===== config.mk =====
export PLATFORM = sky130hd
export DESIGN_NAME = ahb_lite_master
export DESIGN_NICKNAME = d
export VERILOG_FILES = /design/src/rtl/ahb_lite_master.sv
export SDC_FILE = /design/constraint.sdc
export NUM_CORES = 1
export LEC_CHECK = 0
export CAP_MARGIN = 20
export CORE_UTILIZATION = 45
export DETAILED_ROUTE_END_ITERATION = 8
export PLACE_DENSITY = 0.95
export REMOVE_ABC_BUFFERS = 1
export SLEW_MARGIN = 40
export SYNTH_ARGS = -nofsm -noshare
export SYNTH_HDL_FRONTEND = slang
export SYNTH_SLANG_ARGS = --single-unit

===== constraint.sdc =====
create_clock -name clk_i -period 8.65 [get_ports clk_i]
set_clock_uncertainty 0.15 [all_clocks]
set_input_delay 1.73 -clock clk_i [delete_from_list [all_inputs] [get_ports clk_i]]
set_output_delay 1.73 -clock clk_i [all_outputs]
set_load 0.05 [all_outputs]

===== src/rtl/ahb_lite_master.sv =====
// Single-outstanding AHB-Lite master issuing SINGLE word transfers.
// Define AHB_TIMEOUT_EN to bound wait states to TIMEOUT_CYCLES consecutive stalls.
module ahb_lite_master #(
  parameter int HADDR_WIDTH    = 32,
  parameter int HDATA_WIDTH    = 32,
  parameter int TIMEOUT_CYCLES = 64
) (
  input  logic                   clk_i,
  input  logic                   rst_i,
  input  logic                   req_valid_i,
  output logic                   req_ready_o,
  input  logic                   req_write_i,
  input  logic [HADDR_WIDTH-1:0] req_addr_i,
  input  logic [HDATA_WIDTH-1:0] req_wdata_i,
  output logic                   rsp_valid_o,
  output logic [HDATA_WIDTH-1:0] rsp_rdata_o,
  output logic                   rsp_err_o,
  output logic                   rsp_timeout_o,
  output logic [HADDR_WIDTH-1:0] haddr_o,
  output logic                   hwrite_o,
  output logic [1:0]             htrans_o,
  output logic [2:0]             hsize_o,
  output logic [2:0]             hburst_o,
  output logic [3:0]             hprot_o,
  output logic                   hmastlock_o,
  output logic [HDATA_WIDTH-1:0] hwdata_o,
  input  logic                   hready_i,
  input  logic [1:0]             hresp_i,
  input  logic [HDATA_WIDTH-1:0] hrdata_i
);

  typedef enum logic [2:0] {S_IDLE, S_ADDR, S_DATA, S_ERR, S_RESP} state_t;

  localparam logic [1:0] HTRANS_IDLE   = 2'b00;
  localparam logic [1:0] HTRANS_NONSEQ = 2'b10;

  if (TIMEOUT_CYCLES < 1) begin : g_bad_timeout
    $error("TIMEOUT_CYCLES must be at least 1");
  end

  state_t                 state;
  logic                   ready_q;
  logic [HDATA_WIDTH-1:0] wdata_q;
  logic                   done;
  logic                   done_err;
  logic [HDATA_WIDTH-1:0] done_rdata;
  logic                   unused_hresp;

  assign hsize_o      = 3'b010;
  assign hburst_o     = 3'b000;
  assign hprot_o      = 4'b0011;
  assign hmastlock_o  = 1'b0;
  assign unused_hresp = hresp_i[1];

  // Ready is gated by rst_i so it drops in the very cycle reset is applied.
  assign req_ready_o = ready_q & ~rst_i;

`ifdef AHB_TIMEOUT_EN
  localparam int               CNT_W    = $clog2(TIMEOUT_CYCLES + 1);
  localparam logic [CNT_W-1:0] CNT_LAST = CNT_W'(TIMEOUT_CYCLES - 1);

  logic [CNT_W-1:0] wait_cnt;
  logic             waiting;
  logic             timeout_hit;
  logic             rsp_timeout_q;

  assign waiting     = !hready_i && (state == S_ADDR || state == S_DATA || state == S_ERR);
  assign timeout_hit = waiting && (wait_cnt == CNT_LAST);

  // Counter only survives cycles that stall without leaving the current state.
  always_ff @(posedge clk_i) begin
    if (rst_i) begin
      wait_cnt      <= '0;
      rsp_timeout_q <= 1'b0;
    end else begin
      if (waiting && !timeout_hit && !(state == S_DATA && hresp_i[0]))
        wait_cnt <= wait_cnt + 1'b1;
      else
        wait_cnt <= '0;
      if (done)
        rsp_timeout_q <= timeout_hit;
    end
  end

  assign rsp_timeout_o = rsp_timeout_q;
`else
  assign rsp_timeout_o = 1'b0;
`endif

  // Decide whether the transfer completes this cycle and with what response.
  always_comb begin
    done       = 1'b0;
    done_err   = 1'b0;
    done_rdata = '0;
    case (state)
      S_DATA: begin
        if (hready_i) begin
          done     = 1'b1;
          done_err = hresp_i[0];
          if (!hwrite_o && !hresp_i[0])
            done_rdata = hrdata_i;
        end
      end
      S_ERR: begin
        if (hready_i) begin
          done     = 1'b1;
          done_err = 1'b1;
        end
      end
      default: ;
    endcase
`ifdef AHB_TIMEOUT_EN
    if (timeout_hit) begin
      done       = 1'b1;
      done_err   = 1'b1;
      done_rdata = '0;
    end
`endif
  end

  always_ff @(posedge clk_i) begin
    if (rst_i) begin
      state       <= S_IDLE;
      ready_q     <= 1'b1;
      htrans_o    <= HTRANS_IDLE;
      haddr_o     <= '0;
      hwrite_o    <= 1'b0;
      hwdata_o    <= '0;
      rsp_valid_o <= 1'b0;
      rsp_rdata_o <= '0;
      rsp_err_o   <= 1'b0;
    end else begin
      rsp_valid_o <= 1'b0;
      if (done) begin
        state       <= S_RESP;
        htrans_o    <= HTRANS_IDLE;
        rsp_valid_o <= 1'b1;
        rsp_err_o   <= done_err;
        rsp_rdata_o <= done_rdata;
      end else begin
        unique case (state)
          S_IDLE: begin
            if (req_valid_i && ready_q) begin
              state    <= S_ADDR;
              ready_q  <= 1'b0;
              htrans_o <= HTRANS_NONSEQ;
              haddr_o  <= req_addr_i;
              hwrite_o <= req_write_i;
              wdata_q  <= req_wdata_i;
            end
          end
          S_ADDR: begin
            if (hready_i) begin
              state    <= S_DATA;
              htrans_o <= HTRANS_IDLE;
              hwdata_o <= wdata_q;
            end
          end
          S_DATA: begin
            // First cycle of a two-cycle ERROR response.
            if (hresp_i[0])
              state <= S_ERR;
          end
          S_ERR: ;
          S_RESP: begin
            state   <= S_IDLE;
            ready_q <= 1'b1;
          end
          default: begin
            state   <= S_IDLE;
            ready_q <= 1'b1;
          end
        endcase
      end
    end
  end

endmodule


==> results of run 1 <==
-- layout by cell type (no fill, tap or decap), types with 2 or more instances in the layout --
| cell | netlist | layout |
|---|---|---|
| clkinv_4 | 0 | 2 |
| edfxtp_1 | 32 | 32 |
| conb_1 | 2 | 13 |
| clkbuf_1 | 16 | 2 |
| nand2b_1 | 66 | 66 |
| nand2_1 | 64 | 64 |
| a22o_1 | 32 | 32 |
| nor2b_1 | 3 | 2 |
| bufinv_16 | 0 | 2 |
| clkbuf_16 | 0 | 17 |
| mux2i_1 | 34 | 34 |
| a21oi_1 | 33 | 33 |
| dfxtp_1 | 104 | 104 |
| clkinv_1 | 0 | 3 |
| nand4bb_1 | 2 | 2 |
| buf_4 | 13 | 5 |
| clkinvlp_4 | 0 | 3 |
| inv_1 | 3 | 3 |
| clkdlybuf4s50_1 | 0 | 201 |
| o21ai_0 | 2 | 2 |
-- logic make-up (layout without fill, tap and decap cells) --
logic type / Yosys count / in the layout / synth area share [%]
muxes: 34 / 34 / 6.88
DFF: 136 / 136 / 61.6
AOI/OAI and AO/OA: 72 / 72 / 10.0
buffers and inverters: 46 / 244 / 6.00
and+or+nand+nor: 143 / 143 / 15.4
other: 2 / 13 / 0.152
-- power by group through the flow --
| stage | Sequential, W | Clock, W | Combinational [W] |
|---|---|---|---|
| final | 0.000705 | 0.000689 | 0.000278 |
| after CTS | 0.000705 | 0.000702 | 0.000280 |
| after global routing | 0.000708 | 0.000731 | 0.000292 |
| after detailed placement | 0.000718 | 0 | 0.000278 |
| after floorplan | 0.000796 | 0 | 0.0000770 |
| after global placement | 0.000715 | 0 | 0.000269 |
-- sequential cells by signal, indices dropped and copies added (netlist names) --
name / count
rsp_rdata_o: 32
rsp_err_o: 1
haddr_o: 32
ready_q: 1
wdata_q: 32
htrans_o: 1
rsp_valid_o: 1
hwdata_o: 32
hwrite_o: 1
state: 3
-- worst min-delay path by stage --
| stage | from | endpoint | slack [ns] | depth (start not counted) |
|---|---|---|---|---|
| 2_1_floorplan | ready_q | ready_q | 0.31 | 1 |
| 3_3_place_gp | hwdata_o[20] | hwdata_o[20] | 0.29 | 2 |
| 3_5_place_dp | hwdata_o[16] | hwdata_o[16] | 0.30 | 2 |
| 4_1_cts | hwdata_o[5] | hwdata_o[5] | 0.31 | 2 |
| 5_1_grt | hwdata_o[5] | hwdata_o[5] | 0.32 | 2 |
| 6_report | hwdata_o[29] | hwdata_o[29] | 0.30 | 2 |
-- worst min-delay path: cells and delay by family, from the launching register on --
family | cells | cell delay (ns)
compound gates | 1 | 0.05
flops | 1 | 0.31
simple gates | 1 | 0.05
-- synthesized netlist by cell type, types with 3 or more instances --
cell	n	area, sq um
a21oi_1	33	165
a22o_1	32	280
buf_12	3	60.1
buf_2	9	45.0
buf_4	13	97.6
clkbuf_1	16	60.1
dfxtp_1	104	2080
edfxtp_1	32	961
inv_1	3	11.3
mux2i_1	34	340
nand2_1	64	240
nand2b_1	66	413
nor2b_1	3	18.8
-- per-stage QoR --
step | instances | worst slack (ns) | instance area, sq um
floorplan | 401 | 2.45 | 4700
global placement | 745 | 3.48 | 6980
detailed placement | 746 | 3.42 | 7000
CTS | 778 | 3.42 | 7570
global route | 778 | 3.52 | 7580
finish | 778 | 3.60 | 7580
-- area by class of cell --
| type | count | share of cell area [%] |
|---|---|---|
| Sequential cell | 136 | 40.2 |
| Multi-Input combinational cell | 262 | 22.3 |
| Inverter | 3 | 0.149 |
| Clock buffer | 20 | 5.89 |
| Clock inverter | 12 | 1.65 |
| Tap cell | 136 | 2.25 |
| Timing Repair Buffer | 209 | 27.6 |
-- routing by layer --
metal / part of all wire (%) / wire [microns]
met5: 0 / 0
met4: 2.9 / 363
met3: 6.4 / 804
met2: 51 / 6400
met1: 40 / 4990
==> flow_metrics.py, run 1 <==
metrics = {
    "sta": {
        "tightestPinTransition_ns": 0.625,
        "setup_violations": 0,
        "post-route-period-util_pct": 58.3,
        "rsz0062_at_grt": "no",
        "hold_viol_final": 0,
        "max_freq_ghz": 0.198,
        "timing.hold.ws_ns": 0.304,
        "fin_crit_ns": 5.05,
        "finalMaxSlewViolations": 0,
        "tns_ns": 0,
        "slew_headroom_pct": 58.4,
    },
    "power": {
        "switching_share_pct": 26.7,
        "total_power_w": 0.00167,
        "seq_power_share_pct": 42.1,
        "ir_worst_vdd_uv": 131,
        "cell_internal_pwr_w": 0.00123,
        "p_clk_share_pct": 41.2,
        "netSwitchingPower_w": 0.000446,
        "leakagePower_nw": 2.77,
        "p_comb_share_pct": 16.6,
        "powerDensity_nw_per_um2": 221,
    },
    "clock_network": {
        "clk_pin_slew_ns": 0.06,
        "cts.repair.resized": 0,
        "cts_buffers": 17,
        "cts_sinks": 136,
        "cts_setup_buffers": 0,
        "clk_latency_ns": 0.51,
        "cts_tree": "done",
        "postCtsHoldBufs": 0,
        "clock-root-buffer": "clkbuf_8",
        "cts_max_path_buffers": 2,
        "h-tree-depth": 4,
    },
    "setup_path": {
        "end_kind": "output port",
        "critPathMaxFanout": 104,
        "start_kind": "primary input",
        "path_delay_family": "buffers and inverters",
        "arrival_ns": 3.17,
        "cp_cell_sequence": "buf_2 -> buf_6 -> nor2b_1 -> clkdlybuf4s50_1",
        "crit_type": "primary input to output port",
        "r2r_end": "wdata_q[4]",
        "reg2reg_from": "state[1]",
        "critPathBufInv": 3,
        "cp_slowest_cell": "clkdlybuf4s50_1",
        "path_depth": 4,
        "crit_path_start": "rst_i",
        "reg2regPathDepth": 4,
        "crit_path_end": "req_ready_o",
        "critPathMaxStageDelay_ns": 0.72,
        "ff2ff_setup_slack_ns": 6.39,
        "cp.required_ns": 6.77,
    },
    "placement": {
        "port_buffers": 202,
        "gp_congestion": 0.701,
        "dpl.hpwl_microns": 8370,
    },
    "global_routing": {
        "grt-ovfl-total": 0,
        "global_route.usage.met2_pct": 39.4,
        "busiest_layer": "met2",
        "grt_use_met1_pct": 23.9,
        "met3_usage_pct": 6.99,
        "grt_pass1_vias": 4049,
        "grt_start_max_net_pins": 105,
        "grtUsageTotal_pct": 22.3,
        "antenna_found_initial": 0,
        "grt_pass1_wl_microns": 19300,
    },
    "synthesis": {
        "synth_cells": 433,
        "avgSynthCellArea_sq_um": 11.4,
        "synth_area_sq_um": 4940,
        "yosysWarnings": 0,
        "seq_area_frac_synth_pct": 61.6,
        "synth_top_flop_cell": "dfxtp_1",
        "synth_cell_types": 30,
        "synth_edf_count": 32,
        "synth-seq-cells": 136,
        "synthArstFlopShare_pct": 0,
    },
    "detailed_routing": {
        "via_per_inst": 5.02,
        "routed_wl_microns": 12600,
        "drt_pass1_iterations": 4,
        "remaining_drc_errors": 0,
        "detail-route-antenna-nets": 0,
        "drt-wirelength-per-cell_microns": 16.1,
        "drtIter0Drc": 232,
        "vias": 3905,
    },
    "floorplanning": {
        "die_w_microns": 107,
        "core_area_sq_um": 10500,
        "start_util_pct": 47.0,
        "io_pins": 217,
        "dieArea_sq_um": 11400,
        "rows": 37,
        "die_h_microns": 107,
    },
    "flow_run": {
        "maxCapViolCount": 0,
    },
    "layout": {
        "multi_input_area_sq_um": 1690,
        "seq_area_sq_um": 3040,
        "final_core_util_pct": 72.1,
        "area.growth.synth_to_final_pct": 53.3,
        "drive_above_1_share_pct": 6.39,
        "nets": 732,
        "num_antenna_cells": 0,
        "n_fill_cell": 705,
    },
    "min_path": {
        "worstHoldPathType": "flip-flop to flip-flop",
    },
    "run_status": {
        "outcome": "finished, final reports clean",
    },
}
Power figures use the tool's default switching activity.
==> run 2: changes to the inputs <==
- CORE_UTILIZATION: 45 -> 38
- PLACE_DENSITY: 0.95 -> 0.86
- clock period: 8.65 -> 4.4 ns (I/O delays scaled with it)
==> flow_metrics.py, run 2 (synthesized netlist as in run 1, its figures left out) <==
metrics = {
    "run_status": {
        "outcome": "finished, final reports clean",
    },
    "clock_network": {
        "cts_setup_buffers": 0,
        "postCtsHoldBufs": 0,
        "cts_buffers": 17,
        "h-tree-depth": 4,
        "cts.repair.resized": 0,
        "cts_max_path_buffers": 2,
        "cts_tree": "done",
        "clk_latency_ns": 0.40,
        "clock-root-buffer": "clkbuf_16",
        "cts_sinks": 136,
        "clk_pin_slew_ns": 0.05,
    },
    "sta": {
        "max_freq_ghz": 0.335,
        "slew_headroom_pct": 52.3,
        "setup_violations": 0,
        "finalMaxSlewViolations": 0,
        "hold_viol_final": 0,
        "setup_ws_ns": 1.41,
        "post-route-period-util_pct": 67.9,
        "tightestPinTransition_ns": 0.711,
        "fin_crit_ns": 2.99,
        "rsz0062_at_grt": "no",
    },
    "layout": {
        "nets": 732,
        "num_antenna_cells": 0,
        "area.growth.synth_to_final_pct": 54.9,
        "final_cell_mix": "clkdlybuf4s50_1, dfxtp_1, nand2b_1, nand2_1, mux2i_1",
        "final_cell_area_sq_um": 7660,
        "mostFrequentLayoutCell": "clkdlybuf4s50_1",
        "drive_above_1_share_pct": 6.23,
        "n_fill_cell": 1010,
    },
    "setup_path": {
        "arrival_ns": 1.96,
        "cp.required_ns": 3.37,
        "crit_type": "primary input to output port",
        "end_kind": "output port",
        "critPathMaxFanout": 2,
        "start_kind": "primary input",
    },
    "detailed_routing": {
        "drtIter0Drc": 170,
        "via_per_inst": 4.61,
        "drt_pass1_iterations": 4,
        "remaining_drc_errors": 0,
        "detail-route-antenna-nets": 0,
        "drt-wirelength-per-cell_microns": 14.1,
        "routed_wl_microns": 11500,
        "vias": 3753,
    },
    "power": {
        "p_clk_share_pct": 43.1,
        "netSwitchingPower_w": 0.000848,
        "ir_worst_vdd_uv": 270,
        "total_power_w": 0.00339,
        "seq_power_share_pct": 40.9,
        "switching_share_pct": 25.1,
        "cell_internal_pwr_w": 0.00254,
        "powerDensity_nw_per_um2": 442,
        "p_comb_share_pct": 16.0,
        "leakagePower_nw": 2.79,
    },
    "floorplanning": {
        "start_util_pct": 39.0,
        "core_area_sq_um": 12700,
        "io_pins": 217,
        "die_h_microns": 116,
        "die_w_microns": 116,
        "dieArea_sq_um": 13500,
        "rows": 41,
    },
    "global_routing": {
        "grtUsageTotal_pct": 17.0,
        "grt-ovfl-total": 0,
        "grt_pass1_wl_microns": 17400,
        "antenna_found_initial": 1,
        "grt_pass1_vias": 3595,
        "grt_start_max_net_pins": 104,
    },
    "placement": {
        "pre_cts_ws_ns": 1.25,
        "port_buffers": 202,
        "placed_cell_area_sq_um": 7050,
        "dpl.hpwl_microns": 7990,
        "gp_congestion": 0.665,
    },
    "flow_run": {
        "maxCapViolCount": 0,
    },
    "min_path": {
        "worstHoldPathType": "flip-flop to flip-flop",
    },
}
[run 2: cell count changes in the layout (fill, tap and decap cells not counted)]
cell	previous run	this run
clkbuf_1	2	6
clkinv_1	3	0
bufinv_16	2	4
clkinvlp_4	3	1
clkinv_2	1	2
clkinv_4	2	1
inv_6	1	0
[run 2: per-stage QoR]
stage / hold slack, ns / util (%) / TNS [ns] / instances
after floorplan: 0.313 / - / -30.35 / 401
after global placement: 0.293 / 55.4 / 0 / 781
after detailed placement: 0.297 / 55.6 / 0 / 782
after CTS: 0.305 / 60.4 / 0 / 814
after global routing: 0.325 / 60.5 / 0 / 814
final: 0.302 / 60.5 / 0 / 814
[run 2: routing by layer]
layer / vias up / routed length [microns] / GRT usage, %
met1: 1738 / 4830 / 19.5
met5: - / 13 / 0
met2: 154 / 5520 / 28.5
li1: 1836 / - / -
met4: 2 / 282 / 8.63
met3: 23 / 850 / 5.49
[run 2: power groups by stage]
stage | sequential (W) | combinational, W | clock (W)
6_report | 0.00138 | 0.000543 | 0.00146
2_1_floorplan | 0.00156 | 0.000151 | 0
3_3_place_gp | 0.00141 | 0.000533 | 0
3_5_place_dp | 0.00141 | 0.000546 | 0
5_1_grt | 0.00139 | 0.000573 | 0.00155
4_1_cts | 0.00138 | 0.000547 | 0.00149
[run 2: critical path: stages]
cell and delay (ns):
buf_2 0.12, nor2b_1 0.11, clkdlybuf4s50_1 0.84
[run 2: final timing paths]
kind	startpoint	to	slack (ns)	depth (start not counted)
hold reg to reg	hwdata_o[24]	hwdata_o[24]	0.30	2
setup / recovery	rst_i	req_ready_o	1.41	3
hold / removal	hwdata_o[24]	hwdata_o[24]	0.30	2
setup reg to reg	state[1]	wdata_q[24]	2.19	4
[run 2: cell type report]
type	instances	area (sq um)	area share (%)
multi-input combinational	262	1690	22.1
tap	172	215	2.81
inverter	3	11.3	0.147
clock buffer	24	462	6.03
timing repair buffer	209	2090	27.3
clock inverter	8	146	1.91
sequential	136	3040	39.7
